## src/rtl/reg_file_16x16_pkg.sv

```systemverilog
// ----------------------------------------------------------------------------
// reg_file_16x16_pkg
//   Shared constants for the Group 9 register file and the operand muxes that
//   read it.
//   - REG_W / NUM_REGS must stay identical to the values the 16:1 operand
//     muxes are built with.
//   - BE_* name the byte-enable patterns for the low byte, the high byte and
//     the whole word.
//   - onehot16() turns a qualified 4-bit register index into a 16-bit
//     one-hot select vector.
// ----------------------------------------------------------------------------
package reg_file_16x16_pkg;

  localparam int REG_W    = 16;
  localparam int NUM_REGS = 16;
  localparam int ADDR_W   = 4;

  localparam logic [1:0] BE_LO   = 2'b01;
  localparam logic [1:0] BE_HI   = 2'b10;
  localparam logic [1:0] BE_WORD = 2'b11;

  // One-hot decode of a register index.
  // A deasserted enable gives an all-zero vector.
  function automatic logic [NUM_REGS-1:0] onehot16(input logic en,
                                                   input logic [ADDR_W-1:0] idx);
    logic [NUM_REGS-1:0] sel;
    sel = {NUM_REGS{1'b0}};
    if (en) begin
      sel[idx] = 1'b1;
    end else begin
      sel = {NUM_REGS{1'b0}};
    end
    return sel;
  endfunction

endpackage : reg_file_16x16_pkg

```

## src/rtl/reg_file_16x16_reg16_be.sv

```systemverilog
// ----------------------------------------------------------------------------
// reg16_be
//   A single 16-bit register with two byte lanes.
//   Ports:
//     clk_i    rising-edge clock
//     rst_ni   asynchronous active-low reset; loads RESET_VAL
//     we_i     write enable
//     be_i     byte enables: bit0 -> [7:0], bit1 -> [15:8]
//     d_i      write data
//     q_o      registered contents
//   A lane whose enable is low keeps its previous value, even while we_i is
//   high.
// ----------------------------------------------------------------------------
module reg16_be
  import reg_file_16x16_pkg::*;
#(
  parameter logic [REG_W-1:0] RESET_VAL = 16'h0000
) (
  input  logic             clk_i,
  input  logic             rst_ni,
  input  logic             we_i,
  input  logic [1:0]       be_i,
  input  logic [REG_W-1:0] d_i,
  output logic [REG_W-1:0] q_o
);

  logic [REG_W-1:0] q_q;
  logic [REG_W-1:0] q_d;

  // Next-state merge: replace only the enabled byte lanes.
  always_comb begin
    q_d = q_q;
    if (we_i) begin
      if ((be_i & BE_LO) != 2'b00) begin
        q_d[7:0] = d_i[7:0];
      end else begin
        q_d[7:0] = q_q[7:0];
      end
      if ((be_i & BE_HI) != 2'b00) begin
        q_d[15:8] = d_i[15:8];
      end else begin
        q_d[15:8] = q_q[15:8];
      end
    end else begin
      q_d = q_q;
    end
  end

  // Storage register with asynchronous reset.
  always_ff @(posedge clk_i or negedge rst_ni) begin
    if (!rst_ni) begin
      q_q <= RESET_VAL;
    end else begin
      q_q <= q_d;
    end
  end

  assign q_o = q_q;

endmodule : reg16_be

```

## src/rtl/reg_file_16x16.sv

```systemverilog
// ----------------------------------------------------------------------------
// reg_file_16x16
//   A 16 x 16-bit general-purpose register file with a per-register busy
//   scoreboard.
//   Ports:
//     clk, reset_n           clock; asynchronous active-low reset
//     wr_en/wr_addr/wr_data/wr_be
//                            one writeback per cycle, with byte enables
//     lock_en/lock_addr      marks a register busy when a multi-cycle load is
//                            issued
//     rd_chk_a/rd_chk_b      source indices that feed the hazard check
//     r0..r15                registered contents for the operand muxes
//     busy                   scoreboard; bit n = write pending on rn
//     hazard                 combinational: busy[rd_chk_a] | busy[rd_chk_b]
//     lock_err               one-cycle pulse when a lock hits a busy register
//   Write data appears on rn the cycle after the edge. There is no read bypass
//   here; same-cycle forwarding is handled downstream.
//   DATA_W must remain 16, because the byte lanes are fixed at two.
// ----------------------------------------------------------------------------
module reg_file_16x16
  import reg_file_16x16_pkg::*;
#(
  parameter int                DATA_W    = 16,
  parameter logic [DATA_W-1:0] RESET_VAL = 16'h0000
) (
  input  logic                clk,
  input  logic                reset_n,
  input  logic                wr_en,
  input  logic [ADDR_W-1:0]   wr_addr,
  input  logic [DATA_W-1:0]   wr_data,
  input  logic [1:0]          wr_be,
  input  logic                lock_en,
  input  logic [ADDR_W-1:0]   lock_addr,
  input  logic [ADDR_W-1:0]   rd_chk_a,
  input  logic [ADDR_W-1:0]   rd_chk_b,
  output logic [DATA_W-1:0]   r0,
  output logic [DATA_W-1:0]   r1,
  output logic [DATA_W-1:0]   r2,
  output logic [DATA_W-1:0]   r3,
  output logic [DATA_W-1:0]   r4,
  output logic [DATA_W-1:0]   r5,
  output logic [DATA_W-1:0]   r6,
  output logic [DATA_W-1:0]   r7,
  output logic [DATA_W-1:0]   r8,
  output logic [DATA_W-1:0]   r9,
  output logic [DATA_W-1:0]   r10,
  output logic [DATA_W-1:0]   r11,
  output logic [DATA_W-1:0]   r12,
  output logic [DATA_W-1:0]   r13,
  output logic [DATA_W-1:0]   r14,
  output logic [DATA_W-1:0]   r15,
  output logic [NUM_REGS-1:0] busy,
  output logic                hazard,
  output logic                lock_err
);

  logic [NUM_REGS-1:0] wr_sel_s;
  logic [NUM_REGS-1:0] lock_sel_s;
  logic [DATA_W-1:0]   regs_s [NUM_REGS];

  logic [NUM_REGS-1:0] busy_q;
  logic [NUM_REGS-1:0] busy_d;
  logic                lock_err_q;
  logic                lock_err_d;

  // Address decode for the writeback port and the lock port.
  always_comb begin
    wr_sel_s   = onehot16(wr_en, wr_addr);
    lock_sel_s = onehot16(lock_en, lock_addr);
  end

  // One byte-lane register per architectural register. r0 is an ordinary
  // register.
  for (genvar g = 0; g < NUM_REGS; g++) begin : g_regs
    reg16_be #(
      .RESET_VAL (RESET_VAL)
    ) u_reg (
      .clk_i  (clk),
      .rst_ni (reset_n),
      .we_i   (wr_sel_s[g]),
      .be_i   (wr_be),
      .d_i    (wr_data),
      .q_o    (regs_s[g])
    );
  end

  // Scoreboard and lock-error next state.
  // A write clears its bit and a lock sets it. The set is ORed in after the
  // clear, so a lock and a write to the same register leave it busy: the new
  // load is still outstanding. A lock that coincides with the completing write
  // of the same register is therefore not an error.
  always_comb begin
    busy_d     = (busy_q & ~wr_sel_s) | lock_sel_s;
    lock_err_d = 1'b0;
    if (lock_en) begin
      lock_err_d = busy_q[lock_addr] & ~wr_sel_s[lock_addr];
    end else begin
      lock_err_d = 1'b0;
    end
  end

  // Scoreboard and error-pulse registers.
  always_ff @(posedge clk or negedge reset_n) begin
    if (!reset_n) begin
      busy_q     <= {NUM_REGS{1'b0}};
      lock_err_q <= 1'b0;
    end else begin
      busy_q     <= busy_d;
      lock_err_q <= lock_err_d;
    end
  end

  // The hazard check uses the current busy bits only. A write in this cycle
  // clears its bit after the edge.
  assign hazard   = busy_q[rd_chk_a] | busy_q[rd_chk_b];
  assign busy     = busy_q;
  assign lock_err = lock_err_q;

  assign r0  = regs_s[0];
  assign r1  = regs_s[1];
  assign r2  = regs_s[2];
  assign r3  = regs_s[3];
  assign r4  = regs_s[4];
  assign r5  = regs_s[5];
  assign r6  = regs_s[6];
  assign r7  = regs_s[7];
  assign r8  = regs_s[8];
  assign r9  = regs_s[9];
  assign r10 = regs_s[10];
  assign r11 = regs_s[11];
  assign r12 = regs_s[12];
  assign r13 = regs_s[13];
  assign r14 = regs_s[14];
  assign r15 = regs_s[15];

endmodule : reg_file_16x16

```

## config.mk

```make
export PLATFORM = sky130hd
export DESIGN_NAME = reg_file_16x16
export DESIGN_NICKNAME = d
export VERILOG_FILES = /design/src/rtl/reg_file_16x16_pkg.sv /design/src/rtl/reg_file_16x16_reg16_be.sv /design/src/rtl/reg_file_16x16.sv
export SDC_FILE = /design/constraint.sdc
export NUM_CORES = 1
export LEC_CHECK = 0
export CAP_MARGIN = 20
export CORE_MARGIN = 1.5
export CORE_UTILIZATION = 57
export DETAILED_ROUTE_END_ITERATION = 8
export DONT_BUFFER_PORTS = 1
export PLACE_DENSITY = 0.72
export SYNTH_ARGS = -nofsm -noshare
export SYNTH_HDL_FRONTEND = slang
export SYNTH_HIERARCHICAL = 1
export SYNTH_SLANG_ARGS = --single-unit
```

## constraint.sdc

```tcl
create_clock -name clk -period 2.19 [get_ports clk]
set_clock_uncertainty 0.2 [all_clocks]
set_input_delay 0.438 -clock clk [delete_from_list [all_inputs] [get_ports clk]]
set_output_delay 0.438 -clock clk [all_outputs]
set_load 0.005 [all_outputs]
```

# Word level (Yosys, flattened, before mapping)
# Cells that the tools add are included.
# totals
register_bits	273
in_bits	38
output_inout_bits	274
word_cells	95
# op_classes
bitwise_logic	6
mux	15
n_lt_le_gt_ge	6
n_reduce_logical	34
# op_table
cell	n
$reduce_and 2->1	32
$mux 16	2
$lt 4x5->1 const B	4
$and 16x16->16	1
$bmux 1 s4	4
$not 16->16	1
$or 16x16->16	1
$demux 1 s4	2
$ge 4x1->1 const B	2
$mux 1	7
$logic_and 1x1->1	2
$and 1x1->1	1
$not 1->1	1
$or 1x1->1	1

# Longest topological paths before layout
# Gate-level depths: netlist (run 1).
# logic_depth
depth_word	10
ltp_mapped	6
ltp_nobuf	4

# Modules after synthesis
# Netlist (run 1), hierarchy kept.
# by_module_without_submodules
module	seq_area_each_um2	cells_each	area_per_inst_um2	instances
reg16_be	400.4	34	593.1	16
reg_file_16x16	425.4	126	1282.5	1

# Worst setup path before layout (run 1)
# Ideal clock, no wire load.
# synth_timing
kind	input port to output port
start	input rd_chk_a[0]
end	output hazard
path_slack_ns	0.256
required_time_ns	1.552
t_arrival_ns	1.296
n_path_buf	0
path_stages	4
cell_sequence	mux4_2 -> nor2b_1 -> a211oi_2 -> o21ai_1
# synth_via
elab_chain_len	3
# synth_rtl
element	line_no	rtl
start: declaration	reg_file_16x16.sv:34	input logic [ADDR_W-1:0] rd_chk_a,
$bmux 1 s4	reg_file_16x16.sv:115	assign hazard = busy_q[rd_chk_a] | busy_q[rd_chk_b];
$mux 1 (not written as such)	reg_file_16x16.sv:115	
$or 1x1->1	reg_file_16x16.sv:115	
end: declaration	reg_file_16x16.sv:53	output logic hazard,
# No other way between the ends. The select of a mux whose other input is x is not followed.

# Worst setup path in the final report (run 1)
# layout_timing
start	register busy_q[3] (netlist: busy[3])
end	output hazard
# layout_via
elab_chain_len	3
word_cells_on_any_way	5
classes_between	4 x mux; 1 x bitwise
# layout_rtl
element	line_no	rtl
start: declaration	reg_file_16x16.sv:61	logic [NUM_REGS-1:0] busy_q;
start signal: assignment	reg_file_16x16.sv:105	busy_q <= {NUM_REGS{1'b0}};
start signal: assignment	reg_file_16x16.sv:108	busy_q <= busy_d;
$bmux 1 s4	reg_file_16x16.sv:115	
$mux 1 (not written as such)	reg_file_16x16.sv:115	
$or 1x1->1 *	reg_file_16x16.sv:115	
# Mark *: on every way between the ends. The rest lies on a longest branch, timed or not. The select of a mux whose other input is x is not followed.

==> results of run 1 <==
power groups by stage:
stage               Sequential, W  Combinational, W  Clock [W]
floorplan                 0.00669           0.00104          0
global placement          0.00705           0.00109          0
detailed placement        0.00709           0.00117          0
CTS                       0.00701           0.00133    0.00493
global route              0.00712           0.00145    0.00513
finish                    0.00702           0.00133    0.00484
per-layer routing:
layer	share of wire (%)	GRT usage, %	up-vias
li1	-	-	2543
met1	37	33.7	3238
met2	50	45.5	295
met3	10	9.54	51
met4	2.7	8.72	0
met5	0	0	-
registers in the layout, indices dropped and copies added (netlist names):
register          flops
g_regs.u_reg/q_o    256
busy                 16
lock_err              1
what timing repair did:
action / 4_1_cts / 5_1_grt
endpoints found under the hold margin: 546 / 273
resized for setup: 7 / 13
pin swaps: 2 / 2
setup endpoints to repair: 1 / 1
placed cells by master, fill, tap and decap left out, drive strengths merged, types with 4 or more instances in the layout:
cell type / count
dfrtp: 273
mux2: 257
clkbuf: 38
nand2: 36
dlygate4sd3: 27
o21ai: 25
nor2: 12
mux4: 10
mux2i: 5
bufinv: 5
inv: 4
buf: 4
nor3: 4
clkinv: 4
final cells by class:
class	instances	share of cell area, %
Clock inverter	9	1.42
Sequential cell	273	55.9
Inverter	4	0.122
Multi-Input combinational cell	384	31.5
Tap cell	234	2.39
Timing Repair Buffer	31	2.45
Clock buffer	38	6.26
stage by stage:
step	power [W]	utilization [%]	cells	setup TNS (ns)	hold WS, ns
5_1_grt	0.0137	65.7	973	-0.320	-0.602
4_1_cts	0.0133	65.7	973	-0.305	-0.599
3_5_place_dp	0.00826	59.2	899	0	-0.0534
3_3_place_gp	0.00814	59.2	899	0	-0.0524
2_1_floorplan	0.00773	-	670	0	-0.0576
6_report	0.0132	65.7	973	-0.273	-0.582
critical path, cell delays in order, from the launching register on:
cell	delay, ns
dfrtp_2	0.45
mux4_2	0.48
nor2b_4	0.14
a211oi_2	0.14
o21ai_1	0.10
kinds of logic (layout without fill, tap and decap cells):
family / after synthesis / after routing / synth area share, %
DFF: 273 / 273 / 63.4
muxes: 272 / 272 / 29.6
and+or+nand+nor: 71 / 71 / 3.89
AOI/OAI and AO/OA: 38 / 38 / 2.17
buffers and inverters: 13 / 82 / 0.639
xor gates and xnor gates: 3 / 3 / 0.244
worst paths after layout:
check / slack, ns / cells after the start / from / end
max: -0.27 / 4 / busy[3]$_DFF_PN0_ / hazard
min: -0.58 / 0 / reset_n / busy[10]$_DFF_PN0_
max reg2reg: 0.36 / 5 / busy[0]$_DFF_PN0_ / lock_err$_DFF_PN0_
min reg2reg: 0.33 / 1 / g_regs[8].u_reg/q_o[0]$_DFFE_PN0P_ / g_regs[8].u_reg/q_o[0]$_DFFE_PN0P_
max in group asynchronous: 1.73 / 0 / reset_n / busy[4]$_DFF_PN0_
min in group clk: 0.01 / 3 / lock_addr[3] / lock_err$_DFF_PN0_
==> flow_summary.toml, run 1 <==
[placement]
post-place-ws_ns = 0.0214
dp_hpwl_um = 17900
io_buffer_count = 0
place_congestion = 0.870
post_dp_cell_area_um2 = 11000

[clocking]
clkLatencyLatePin_ns = 0.51
clock-sinks = 273
post_cts_buffers = 0
cts_max_level = 1
cts_tree = "yes"
cts.reportedPaths.clkPinSlew_ns = 0.06
cts-root-buf = "clkbuf_16"
numCtsBuffers = 27
ctsLongestPathBuffers = 3
hold_buffers = 27

[layout]
seqCellArea_um2 = 6850
drive_gt1_share_pct = 49.0
antenna_cells = 0
num-fill-cells = 1321
area_growth_pct = 13.8
multi_input_area_um2 = 3860
stdcell_area_um2 = 12300
final_nets = 759

[floorplanning]
start_util_pct = 57.8
rows = 50
core_area_um2 = 18600
die_x_um = 140
die_area_um2 = 19700
pin_count = 312
die_h_um = 140

[timing]
max_slew.worst_pin.slew_ns = 0.908
fin_ws_ns = -0.273
slew_viol_final = 0
whs_ns = -0.582
setup_viol = 1
fin_crit_sh_pct = 112
slew_headroom_pct = 39.3
hold_viol = 273
max_clock_freq_mhz = 406
finalCriticalPeriod_ns = 2.46
rsz0062_at_grt = "true"

[pwr]
p_switching_w = 0.00326
p_comb_share_pct = 10.1
p_sw_share_pct = 24.7
intPower_w = 0.00993
ir_drop_mv = 0.630
clockPowerShare_pct = 36.7
p_leak_nw = 5.65
powerDensity_nw_per_um2 = 1080
seqPwrFrac_pct = 53.2

[worst_setup_path]
cp_data_required_time_ns = 1.55
cp-start-kind = "flip-flop"
critPathKind = "flip-flop to output pin"
end_kind = "output pin"
crit_fanout = 5
arrival_ns = 1.82

[logic_synthesis]
synth_nets = 708
syn_area_um2 = 10800
synthDistinctLibCells = 36
synth-seq-area-share_pct = 63.4
synth.most_common_cell = "dfrtp_1"
synth-edff-count = 0
synthArstFlopShare_pct = 100
synth_area_leaders = "dfrtp_1, mux2_2, nand2_2, mux4_1, o21ai_0"
synthCells = 670
ys_seq_elements = 273
synth_top_area_cell = "dfrtp_1"
yosys-top-cells-count = "dfrtp_1, mux2_2, nand2_2"
syn_area_per_cell_um2 = 16.1
post-synth-top-area-fraction_pct = 63.4
yosysWarnings = 6
synth_flop_cell = "dfrtp_1"

[global_route]
first_global_vias = 6594
grt_first_pass_wirelength_um = 40800
antenna_found_initial = 0
globalRouteTotalUtil_pct = 27.3
grt_overflow = 0
grt_max_degree = 274

[min_path]
hp-class = "input pin to async pin"

[route]
routed_wl_um = 26900
via_per_inst = 6.30
routedWlPerCell_um = 27.7
drtIter0Drc = 275
drtAntennaViolNets = 0
num_vias = 6127
drc = 0
drt-pass1-iter-count = 4

[run_status]
status = "finished with violations"
violations = "negative hold slack, negative setup slack"

[flow_run]
cap_violations = 0
No activity file was read; power rests on OpenSTA's default activity.
==> run 2, diff against run 1 <==
SLEW_MARGIN = 20   (was not set)
==> results of run 2 <==
The final DEF is identical to that of run 1; final timing and power are the same.
==> run 3, diff against run 2 <==
CORE_UTILIZATION = 63   (was 57)
PLACE_DENSITY = 0.79   (was 0.72)
==> run 3 against run 2 <==
The flow still finishes with violations (negative hold slack, negative setup slack). Die area fell by 9.3%. Wire length fell by 0.92%. Clock-buffer cell count fell by 1. Global-route usage rose by 2.5 points. Largest power group unchanged.
==> flow_summary.toml, run 3 (synthesized netlist as in run 1, its figures left out) <==
[placement]
io_buffer_count = 0
dp_hpwl_um = 17600
post-place-ws_ns = 0.101
place_congestion = 0.875
post_dp_cell_area_um2 = 11100

[timing]
fin_ws_ns = -0.288
rsz0062_at_grt = "true"
finalCriticalPeriod_ns = 2.48
slew_headroom_pct = 40.9
max_clock_freq_mhz = 404
slew_viol_final = 0
max_slew.worst_pin.slew_ns = 0.884
fin_crit_sh_pct = 113
hold_viol = 273
setup_viol = 1
whs_ns = -0.580

[pwr]
p_leak_nw = 5.67
powerDensity_nw_per_um2 = 1060
ir_drop_mv = 0.727

[clocking]
ctsLongestPathBuffers = 3
cts_tree = "yes"
cts.reportedPaths.clkPinSlew_ns = 0.06
numCtsBuffers = 27
clkLatencyLatePin_ns = 0.52
clock-sinks = 273
hold_buffers = 25
cts_max_level = 1
cts-root-buf = "clkbuf_16"

[floorplanning]
pin_count = 312
core_area_um2 = 16600
die_x_um = 134
die_area_um2 = 17900
die_h_um = 134
start_util_pct = 64.7
rows = 47

[route]
drtIter0Drc = 335
drtAntennaViolNets = 0
drc = 0
via_per_inst = 6.46
drt-pass1-iter-count = 5
num_vias = 6224
routedWlPerCell_um = 27.7
routed_wl_um = 26700

[flow_run]
cap_violations = 0

[layout]
stdcell_area_um2 = 12200
multi_input_area_um2 = 3870
largest_reg_flops = 256
drive_gt1_share_pct = 48.5
num-fill-cells = 1035
final_nets = 761
mostFrequentLayoutCells = "dfrtp_1, mux2_2, nand2_2, clkbuf_16, dlygate4sd3_1"
layout_commonest_cell = "dfrtp_1"
antenna_cells = 0
seqCellArea_um2 = 6840
area_growth_pct = 13.6

[run_status]
violations = "negative hold slack, negative setup slack"
status = "finished with violations"

[worst_setup_path]
critPathKind = "flip-flop to output pin"
crit_buf_inv = 0
max_stage_delay_ns = 0.48
cp_data_required_time_ns = 1.55
end_kind = "output pin"
path_cells = "mux4_2, nor2b_4, a211oi_2, o21ai_1"
cp_slowest_cell = "mux4_2"
arrival_ns = 1.84
cp_top_family = "multiplexers"
crit_fanout = 5
cp-start-kind = "flip-flop"

[min_path]
hp-class = "input pin to async pin"

[global_route]
globalRouteTotalUtil_pct = 29.8
grt_max_degree = 274
antenna_found_initial = 0
grt_overflow = 0
grt_first_pass_wirelength_um = 40500
first_global_vias = 6681
## run 3: cell count changes in the layout (fill, tap and decap cells not counted), sizes merged
cell / before / now
dlygate4sd3: 27 / 25
buf: 4 / 8
clkbuf: 38 / 37
bufinv: 5 / 3
clkinvlp: 0 / 1
clkinv: 4 / 8
## run 3: layout make-up
class	instances	area share (%)
sequential	273	55.9
inverter	4	0.123
clock inverter	12	1.19
tap	220	2.25
timing repair buffer	33	2.54
clock buffer	37	6.32
multi-input combinational	384	31.7
## run 3: through the flow
| stage | power (W) | hold WS, ns | utilization [%] | setup TNS [ns] | cells |
|---|---|---|---|---|---|
| final | 0.0130 | -0.580 | 73.5 | -0.288 | 963 |
| after floorplan | 0.00773 | -0.0576 | - | 0 | 670 |
| after detailed placement | 0.00828 | -0.0545 | 66.4 | 0 | 889 |
| after global placement | 0.00814 | -0.0526 | 66.4 | 0 | 889 |
| after global routing | 0.0135 | -0.604 | 73.5 | -0.354 | 963 |
| after CTS | 0.0131 | -0.594 | 73.5 | -0.301 | 963 |
## run 3: worst paths after layout
path,to,depth (start not counted),start,slack [ns]
worst min register to register,g_regs[15].u_reg/q_o[1]$_DFFE_PN0P_,1,g_regs[15].u_reg/q_o[1]$_DFFE_PN0P_,0.33
max in group asynchronous,busy[2]$_DFF_PN0_,0,reset_n,2.06
min in group clk,busy[9]$_DFF_PN0_,3,lock_addr[2],0.05
worst max register to register,lock_err$_DFF_PN0_,4,busy[2]$_DFF_PN0_,0.44
worst min-delay path,g_regs[13].u_reg/q_o[10]$_DFFE_PN0P_,0,reset_n,-0.58
worst max-delay path,hazard,4,busy[2]$_DFF_PN0_,-0.29
## run 3: timing repair
| action | 4_1_cts | 5_1_grt |
|---|---|---|
| pin swaps | 2 | 1 |
| gates resized for setup | 9 | 1 |
| hold endpoints to repair | 546 | 273 |
| endpoints found under the setup margin | 1 | 1 |
| gates cloned | 0 | 0 |
| buffers inserted | 0 | 0 |
## run 3: per-layer routing
metal,track usage (%),part of all wire (%),vias up
met4,10.1,3.0,0
met5,0,0,-
met3,9.32,9.7,56
met2,49.2,50,328
li1,-,-,2552
met1,37.7,37,3288
## run 3: worst register-to-register path, cell delays in order, from the launching register on
cell and delay, ns:
dfrtp_2 0.45, mux4_2 0.47, nor2b_1 0.14, a211oi_1 0.26, nor4bb_1 0.10
## run 3: report_power, final
group	internal (W)	switching, W	total, W
Clock	0.00282	0.00184	0.00466
Combinational	0.000861	0.000480	0.00134
Sequential	0.00605	0.000975	0.00702
